$ cat src/rtl/cache_pkg.sv
// Shared state encoding and address geometry for the direct-mapped cache controller.
// Geometry comes from CACHE_T/CACHE_S/CACHE_B (defaulted here when not supplied).
`ifndef CACHE_T
`define CACHE_T 22
`endif
`ifndef CACHE_S
`define CACHE_S 6
`endif
`ifndef CACHE_B
`define CACHE_B 4
`endif

package cache_pkg;
  localparam int TAG_W  = `CACHE_T;
  localparam int SET_W  = `CACHE_S;
  localparam int OFF_W  = `CACHE_B;
  localparam int WORD_W = OFF_W - 2;

  typedef enum logic [1:0] {
    IDLE      = 2'd0,
    WRITEBACK = 2'd1,
    REFILL    = 2'd2
  } state_e;

  function automatic int words_per_line(input int off_w);
    return 1 << (off_w - 2);
  endfunction
endpackage

$ cat src/rtl/cache_addr_split.sv
// Combinational split of a CPU byte address into tag, set index and word-in-line.
module cache_addr_split
  import cache_pkg::*;
#(
  parameter int TAG_WIDTH    = TAG_W,
  parameter int SET_WIDTH    = SET_W,
  parameter int OFFSET_WIDTH = OFF_W
) (
  input  logic [31:0]             addr_i,
  output logic [TAG_WIDTH-1:0]    tag_o,
  output logic [SET_WIDTH-1:0]    set_o,
  output logic [OFFSET_WIDTH-3:0] word_o,
  output logic                    misaligned_o
);
  assign tag_o        = addr_i[31 -: TAG_WIDTH];
  assign set_o        = addr_i[OFFSET_WIDTH +: SET_WIDTH];
  assign word_o       = addr_i[OFFSET_WIDTH-1:2];
  assign misaligned_o = |addr_i[1:0];
endmodule

$ cat src/rtl/cache_ctrl.sv
// Direct-mapped write-back/write-allocate cache controller: hit path, victim writeback, refill.
// Optional hit/miss statistics counters are built only when CACHE_STATS_EN is defined.
module cache_ctrl
  import cache_pkg::*;
#(
  parameter int TAG_WIDTH    = TAG_W,
  parameter int SET_WIDTH    = SET_W,
  parameter int OFFSET_WIDTH = OFF_W
) (
  input  logic                    clk,
  input  logic                    reset,
  input  logic                    cpu_req,
  input  logic                    cpu_wen,
  input  logic [31:0]             cpu_addr,
  input  logic [31:0]             cpu_wdata,
  output logic [31:0]             cpu_rdata,
  output logic                    cpu_ready,
  output logic [SET_WIDTH-1:0]    line_set,
  output logic [OFFSET_WIDTH-3:0] line_offset,
  output logic                    line_w_en,
  output logic                    line_set_valid,
  output logic                    line_set_dirty,
  output logic [TAG_WIDTH-1:0]    line_set_tag,
  output logic [31:0]             line_write_data,
  input  logic                    line_valid,
  input  logic                    line_dirty,
  input  logic [TAG_WIDTH-1:0]    line_tag,
  input  logic [31:0]             line_read_data,
  output logic                    mem_req,
  output logic                    mem_wen,
  output logic [31:0]             mem_addr,
  output logic [31:0]             mem_wdata,
  input  logic [31:0]             mem_rdata,
  input  logic                    mem_ready,
  output logic [31:0]             hit_count,
  output logic [31:0]             miss_count
);
  localparam int WCW = OFFSET_WIDTH - 2;
  localparam logic [WCW-1:0] LAST_WORD = WCW'(words_per_line(OFFSET_WIDTH) - 1);

  logic [TAG_WIDTH-1:0] tag;
  logic [SET_WIDTH-1:0] set;
  logic [WCW-1:0]       word;
  logic                 misaligned;
  logic                 hit;
  state_e               state_q, state_d;
  logic [WCW-1:0]       wcnt_q, wcnt_d;

  cache_addr_split #(
    .TAG_WIDTH   (TAG_WIDTH),
    .SET_WIDTH   (SET_WIDTH),
    .OFFSET_WIDTH(OFFSET_WIDTH)
  ) u_split (
    .addr_i      (cpu_addr),
    .tag_o       (tag),
    .set_o       (set),
    .word_o      (word),
    .misaligned_o(misaligned)
  );

  assign line_set = set;
  assign hit      = cpu_req & line_valid & (line_tag == tag);

  always_ff @(posedge clk or posedge reset) begin
    if (reset) begin
      state_q <= IDLE;
      wcnt_q  <= '0;
    end else begin
      state_q <= state_d;
      wcnt_q  <= wcnt_d;
    end
  end

  // Everything is gated by reset so outputs drop combinationally, not at the next edge.
  always_comb begin
    state_d         = state_q;
    wcnt_d          = wcnt_q;
    cpu_ready       = 1'b0;
    cpu_rdata       = '0;
    line_offset     = word;
    line_w_en       = 1'b0;
    line_set_valid  = 1'b0;
    line_set_dirty  = 1'b0;
    line_set_tag    = '0;
    line_write_data = '0;
    mem_req         = 1'b0;
    mem_wen         = 1'b0;
    mem_addr        = '0;
    mem_wdata       = '0;
    if (!reset) begin
      unique case (state_q)
        IDLE: begin
          if (cpu_req) begin
            if (hit) begin
              cpu_ready = 1'b1;
              if (cpu_wen) begin
                line_w_en       = 1'b1;
                line_set_tag    = tag;
                line_set_valid  = 1'b1;
                line_set_dirty  = 1'b1;
                line_write_data = cpu_wdata;
              end else begin
                cpu_rdata = line_read_data;
              end
            end else begin
              wcnt_d  = '0;
              state_d = (line_valid && line_dirty) ? WRITEBACK : REFILL;
            end
          end
        end
        WRITEBACK: begin
          line_offset = wcnt_q;
          mem_req     = 1'b1;
          mem_wen     = 1'b1;
          mem_addr    = {line_tag, set, wcnt_q, 2'b00};
          mem_wdata   = line_read_data;
          if (mem_ready) begin
            wcnt_d = wcnt_q + 1'b1;
            if (wcnt_q == LAST_WORD) begin
              wcnt_d  = '0;
              state_d = REFILL;
            end
          end
        end
        REFILL: begin
          line_offset = wcnt_q;
          mem_req     = 1'b1;
          mem_addr    = {tag, set, wcnt_q, 2'b00};
          if (mem_ready) begin
            line_w_en       = 1'b1;
            line_write_data = mem_rdata;
            line_set_tag    = tag;
            line_set_valid  = 1'b1;
            wcnt_d          = wcnt_q + 1'b1;
            if (wcnt_q == LAST_WORD) state_d = IDLE;
          end
        end
        default: state_d = IDLE;
      endcase
    end
  end

`ifdef CACHE_STATS_EN
  logic [31:0] hit_q, miss_q;
  logic        hit_evt, miss_evt;
  assign hit_evt  = !reset && (state_q == IDLE) && hit;
  assign miss_evt = !reset && (state_q == IDLE) && cpu_req && !hit;

  always_ff @(posedge clk or posedge reset) begin
    if (reset) begin
      hit_q  <= '0;
      miss_q <= '0;
    end else begin
      if (hit_evt)  hit_q  <= hit_q + 32'd1;
      if (miss_evt) miss_q <= miss_q + 32'd1;
    end
  end
  assign hit_count  = hit_q;
  assign miss_count = miss_q;
`else
  assign hit_count  = '0;
  assign miss_count = '0;
`endif

  // The access must stay presented for the whole miss sequence.
  a_req_held: assert property (@(posedge clk) disable iff (reset) (state_q != IDLE) |-> cpu_req);
  a_aligned:  assert property (@(posedge clk) disable iff (reset) cpu_req |-> !misaligned);
endmodule

$ cat config.mk
export PLATFORM = sky130hd
export DESIGN_NAME = cache_ctrl
export DESIGN_NICKNAME = d
export VERILOG_FILES = /design/src/rtl/cache_pkg.sv /design/src/rtl/cache_addr_split.sv /design/src/rtl/cache_ctrl.sv
export SDC_FILE = /design/constraint.sdc
export NUM_CORES = 1
export LEC_CHECK = 0
export BUFFER_PORTS_ARGS = -buffer_cell sky130_fd_sc_hd__buf_4
export CORE_AREA = 2 2 148 150
export CTS_BUF_LIST = sky130_fd_sc_hd__clkbuf_16
export DETAILED_ROUTE_END_ITERATION = 7
export DIE_AREA = 0 0 150 152
export PLACE_DENSITY = 0.47
export SETUP_SLACK_MARGIN = 0.5
export SLEW_MARGIN = 20
export SYNTH_ARGS = -nofsm -noshare
export SYNTH_HDL_FRONTEND = slang
export SYNTH_HIERARCHICAL = 1
export SYNTH_SLANG_ARGS = --single-unit
$ cat constraint.sdc
create_clock -name clk -period 2.4 [get_ports clk]
set_input_delay 0.48 -clock clk [delete_from_list [all_inputs] [get_ports clk]]
set_output_delay 0.48 -clock clk [all_outputs]
set_load 0.005 [all_outputs]
==> reports/qor.csv, run 1 <==
stage;metric;value;unit
setup_path;crit-path max FO;6;
timing;FMAX;374;MHz
power;Worst VDD drop;0.359;mV
timing;Slew headroom;58.7;%
setup_path;CP Class;input pin to primary output;
clock_network;CTS Buffer Depth;2;
final_layout;layout cells sized above 1;74.7;%
timing;final hold vios;0;
setup_path;Setup crit end kind;primary output;
setup_path;Arr. time, crit path;2.19;ns
global_routing;first-pass GRT wire length;22800;um
global_routing;largest net degree at the start of global routing;35;
setup_path;Startpoint Class;input pin;
synth;Post-Synthesis Cells;438;
final_layout;FILL cells;2238;
timing;Final setup viols;90;
timing;slew at the pin closest to its max-slew limit;0.620;ns
clock_network;# H-tree levels;1;
timing;Final Critical Period;2.67;ns
setup_path;reg-to-reg startpoint;state_q[1];
floorplan;core area;0.0214;sq mm
route;Post-DRT Antenna Nets;0;
route;M1 WL;6810;um
clock_network;CTS Root Cell;clkbuf_16;
timing;RSZ-0062 raised after global routing;yes;
floorplan;row cnt;54;
power;total power;3.16;mW
clock_network;CTS tree;yes;
final_layout;Multi-input gate area;0.00280;sq mm
placement;GP Congestion;0.756;
global_routing;GRT Total Usage;12.9;%
final_layout;nets@finish;955;
global_routing;initial antenna violation count;0;
route;routed length per instance;15.7;um
timing;setup ws final;-0.272;ns
clock_network;Clk Latency, worst-skew pair;0.23;ns
placement;DP Wirelength;11300;um
route;Top Layer Used;met4;
route;Detailed Routing Iterations Pass 1;4;
synth;Yosys warning count;6;
clock_network;clock-pin slew on the worst setup and hold paths;0.03;ns
synth;Post-Syn Area;0.00280;sq mm
setup_path;Reg2Reg Depth;10;
floorplan;Die Area;0.0228;sq mm
worst_hold_path;Min-Delay Path Class;input pin to async pin;
power;power per cell area;428;mW/mm^2
status;violated checks;setup timing;
route;number of DRC markers in iteration 0;117;
route;WL final;16800;um
final_layout;Ant. Diodes;0;
route;via count;4052;
power;leakage power;3.69;nW
status;status;complete, but fails checks;
final_layout;Util after Layout;34.5;%
floorplan;die extent in y;152;um
global_routing;grt ovf;0;
timing;Max Slew Vio Count;0;
floorplan;Die Span X;150;um
floorplan;# IOs;385;
route;drt drc;0;
clock_network;Num CTS Buffers;3;
final_layout;synthesis-to-layout area growth;164;%
clock_network;clock sinks;4;
clock_network;# hold bufs at CTS;0;
timing;Final Skew;0.000865;ns
route;met3 wire length;1210;um
setup_path;reg2reg end;wcnt_q[1];
timing;period utilization;111;%
job;maxcap violations;0;
global_routing;vias in the first global route;3835;
setup_path;WP data required;1.92;ns
floorplan;Starting Density;13.1;%
final_layout;Reg area;100;sq um
route;met2 wire len;8740;um
placement;Port Buffers;316;
route;DR vias/cell;3.78;
setup_path;Reg2Reg Setup Slack;0.17;ns
timing;hold_ws;0.407;ns
synth;syn avg cell area;6.38;sq um
## power by group
group          switching, mW  internal [mW]  total [mW]
clock                 0.0484          0.213       0.261
combinational           1.16           1.61        2.77
sequential            0.0314         0.0963       0.128
## per-stage QoR
step	setup TNS (ns)	cell area (sq um)	setup slack (ns)	cells
6_report	-19.03	7370	-0.272	1071
5_1_grt	-29.39	7370	-0.383	1071
4_1_cts	-14.46	6590	-0.223	1049
3_5_place_dp	-27.27	5360	-0.448	1015
3_3_place_gp	-25.62	5360	-0.430	1015
2_1_floorplan	0	3140	0.0852	503
## state kept, by name (all words and copies together) (netlist names)
register  flops
state_q       2
wcnt_q        2
## what timing repair did
item	4_1_cts	5_1_grt
pin swaps	37	69
setup endpoints to repair	159	160
gates cloned	13	6
resized for setup	218	121
setup buffers	18	16
## layout by cell type (no fill, tap or decap), types with 7 or more instances in the layout
cell         n
a21boi_2    22
a22oi_2     21
and2_4      37
buf_12      14
buf_16      13
buf_4      302
buf_6       75
clkbuf_16    7
conb_1      66
inv_1       36
nand2_1     35
nor2_1      21
nor3b_2     25
nor3b_4      7
o21ai_2     32
xnor2_1      8
## per-layer routing
metal  track usage (%)  vias to the layer above
li1                  -                     1977
met5                 0                        -
met3              1.89                        7
met1              16.0                     1866
met4              1.26                        0
met2              24.2                      202
## worst max path at each step
stage / from / endpoint / depth (start not counted)
after floorplan: cpu_addr[15] / cpu_rdata[10] / 6
after global placement: line_tag[21] / line_write_data[23] / 10
after detailed placement: line_tag[21] / line_write_data[21] / 10
after CTS: line_tag[21] / cpu_rdata[7] / 10
after global routing: cpu_addr[23] / cpu_rdata[24] / 10
final: cpu_addr[23] / cpu_rdata[24] / 10
## critical path, cell delays in order
cell	delay, ns
buf_8	0.11
xnor2_4	0.16
nand4_1	0.20
nor4_4	0.32
buf_4	0.16
nand4_1	0.08
buf_6	0.18
clkbuf_16	0.17
nor3b_2	0.19
buf_4	0.14
## cell type report
class	instances	area share (%)
Clock buffer	3	1.02
Inverter	39	2.05
Multi-Input combinational cell	334	38.0
Sequential cell	4	1.36
Tap cell	280	4.75
Timing Repair Buffer	411	52.8
No activity file was read; power rests on OpenSTA's default activity.
==> run 2: changes to the inputs <==
--- a/config.mk
+++ b/config.mk
@@ -7,9 +7,9 @@
 export LEC_CHECK = 0
 export BUFFER_PORTS_ARGS = -buffer_cell sky130_fd_sc_hd__buf_4
-export CORE_AREA = 2 2 148 150
+export CORE_AREA = 5 5 147 149
 export CTS_BUF_LIST = sky130_fd_sc_hd__clkbuf_16
 export DETAILED_ROUTE_END_ITERATION = 7
-export DIE_AREA = 0 0 150 152
-export PLACE_DENSITY = 0.47
+export DIE_AREA = 0 0 152 154
+export PLACE_DENSITY = 0.48
 export SETUP_SLACK_MARGIN = 0.5
 export SLEW_MARGIN = 20
==> constraint.sdc (replaced) <==
create_clock -name clk -period 2.4 [get_ports clk]
set_input_delay 0.12 -clock clk [delete_from_list [all_inputs] [get_ports clk]]
set_output_delay 0.12 -clock clk [all_outputs]
set_load 0.005 [all_outputs]
==> run 2 against run 1 <==
Compared with the run above: the flow now finishes without violations; power down 29%; non-clock buffer count fell by 63; clock skew rose by 0.0024 ns; sequential cell count unchanged.
==> reports/qor.csv, run 2 (synthesis results as in run 1) <==
stage;metric;value;unit
clock_network;clock sinks;4;
power;Comb pwr share;83.0;%
route;routed length per instance;16.4;um
setup_path;WP data required;2.28;ns
floorplan;# IOs;385;
timing;Final Skew;0.00322;ns
timing;setup ws final;0.216;ns
clock_network;Clk Latency, worst-skew pair;0.23;ns
timing;RSZ-0062 raised after global routing;yes;
timing;FMAX;458;MHz
power;Worst VDD drop;0.314;mV
timing;Final Critical Period;2.18;ns
timing;Final setup viols;0;
final_layout;most common cell after layout, fill and taps aside;buf_4;
timing;post-route setup TNS;0;ns
final_layout;nets@finish;892;
clock_network;CTS Buffer Depth;2;
setup_path;Arr. time, crit path;2.06;ns
clock_network;CTS Root Cell;clkbuf_16;
route;via count;3755;
final_layout;layout cells sized above 1;60.7;%
floorplan;Die Area;0.0234;sq mm
floorplan;core area;0.0200;sq mm
global_routing;vias in the first global route;3687;
clock_network;clock-pin slew on the worst setup and hold paths;0.03;ns
timing;slew at the pin closest to its max-slew limit;0.599;ns
final_layout;Ant. Diodes;0;
timing;Max Slew Vio Count;0;
global_routing;largest net degree at the start of global routing;35;
power;Reg power frac;5.4;%
floorplan;row cnt;52;
route;DR vias/cell;3.76;
placement;Port Buffers;316;
final_layout;fin area;0.00594;sq mm
power;Psw;0.973;mW
setup_path;Setup crit end kind;primary output;
placement;DP Wirelength;11900;um
timing;final hold vios;0;
floorplan;die extent in y;154;um
power;switching share of power;43.3;%
global_routing;initial antenna violation count;0;
setup_path;Startpoint Class;register;
power;internal power;1.28;mW
global_routing;grt ovf;0;
setup_path;CP Class;register to primary output;
power;leakage power;3.07;nW
final_layout;commonest non-fill, non-tap cells in the layout;buf_4, conb_1, and2_1;
placement;Place WS;0.187;ns
power;Clk pwr share;11.6;%
clock_network;# H-tree levels;1;
timing;Slew headroom;60.1;%
route;WL final;16300;um
route;Post-DRT Antenna Nets;0;
timing;period utilization;91.0;%
placement;GP Congestion;0.790;
clock_network;Num CTS Buffers;3;
final_layout;Regs by FF count;state_q (2), wcnt_q (2);
worst_hold_path;Min-Delay Path Class;input pin to register;
floorplan;Starting Density;14.0;%
power;power per cell area;379;mW/mm^2
final_layout;synthesis-to-layout area growth;112;%
setup_path;crit-path max FO;6;
global_routing;first-pass GRT wire length;21700;um
final_layout;Util after Layout;29.6;%
placement;Placement Cell Area;0.00503;sq mm
route;drt drc;0;
route;number of DRC markers in iteration 0;117;
route;Detailed Routing Iterations Pass 1;4;
floorplan;Die Span X;152;um
job;maxcap violations;0;
clock_network;CTS tree;yes;
status;status;complete, no violations;
global_routing;GRT Total Usage;11.4;%
## run 2: cell count changes in the layout (fill, tap and decap cells not counted), moves of 8 or more
cell,before,now
a22oi_2,21,0
buf_16,13,4
and2_1,3,40
buf_4,302,323
a22oi_1,1,22
buf_12,14,3
and2_4,37,0
o21ai_2,32,18
buf_6,75,11
o21ai_1,0,12
xnor2_1,8,16
## run 2: path summary, 6_finish.rpt
| path | from | to | slack (ns) | depth (start not counted) |
|---|---|---|---|---|
| hold reg to reg | wcnt_q[1] | wcnt_q[1] | 0.57 | 1 |
| setup / recovery | state_q[0] | cpu_rdata[20] | 0.22 | 9 |
| max in group asynchronous | reset | wcnt_q[0] | 1.71 | 3 |
| min in group asynchronous | reset | state_q[1] | 0.51 | 3 |
| hold / removal | line_dirty | state_q[0] | 0.17 | 3 |
| setup reg to reg | state_q[0] | wcnt_q[0] | 0.47 | 9 |
## run 2: final cells by class
cell class	count	area, sq um
clock buffers	3	75.1
fillers	2205	14100
inverters	39	146
multi-input cells	334	2410
flip-flops and latches	4	100
well taps	270	338
repair buffers	348	2870
## run 2: metrics by stage
step	total power, mW	hold WS (ns)	cells
finish	2.25	0.173	998
global route	2.43	0.183	998
CTS	2.14	0.171	989
detailed placement	1.69	0.110	972
global placement	1.71	0.108	972
floorplan	0.989	-0.0778	503
## run 2: repair_timing
| item | in CTS | in global routing |
|---|---|---|
| endpoints found under the hold margin | 4 | 0 |
| gates cloned | 3 | 7 |
| resized for setup | 71 | 80 |
| hold buffers | 1 | 0 |
| endpoints found under the setup margin | 101 | 131 |
| setup buffers | 10 | 2 |
| pin swaps | 5 | 31 |
## run 2: worst max-delay path: stages, from the launching register on
cell	delay (ns)
dfrtp_1	0.38
inv_2	0.11
ha_4	0.17
nand3_4	0.08
nor4_4	0.21
nand4_1	0.15
buf_6	0.19
clkbuf_16	0.17
nor3b_1	0.21
buf_4	0.15
## run 2: power by group through the flow
stage | combinational [mW] | sequential, mW | clock [mW]
floorplan | 0.872 | 0.116 | 0
global placement | 1.59 | 0.124 | 0
detailed placement | 1.57 | 0.125 | 0
CTS | 1.75 | 0.122 | 0.268
global route | 2.04 | 0.124 | 0.273
finish | 1.87 | 0.122 | 0.261
## run 2: layer usage
layer | GRT usage (%) | up-vias | part of all wire [%]
li1 | - | 1842 | -
met5 | 0 | - | 0
met1 | 13.0 | 1695 | 38
met3 | 3.40 | 10 | 8.0
met4 | 1.28 | 0 | 0.75
met2 | 21.7 | 208 | 54
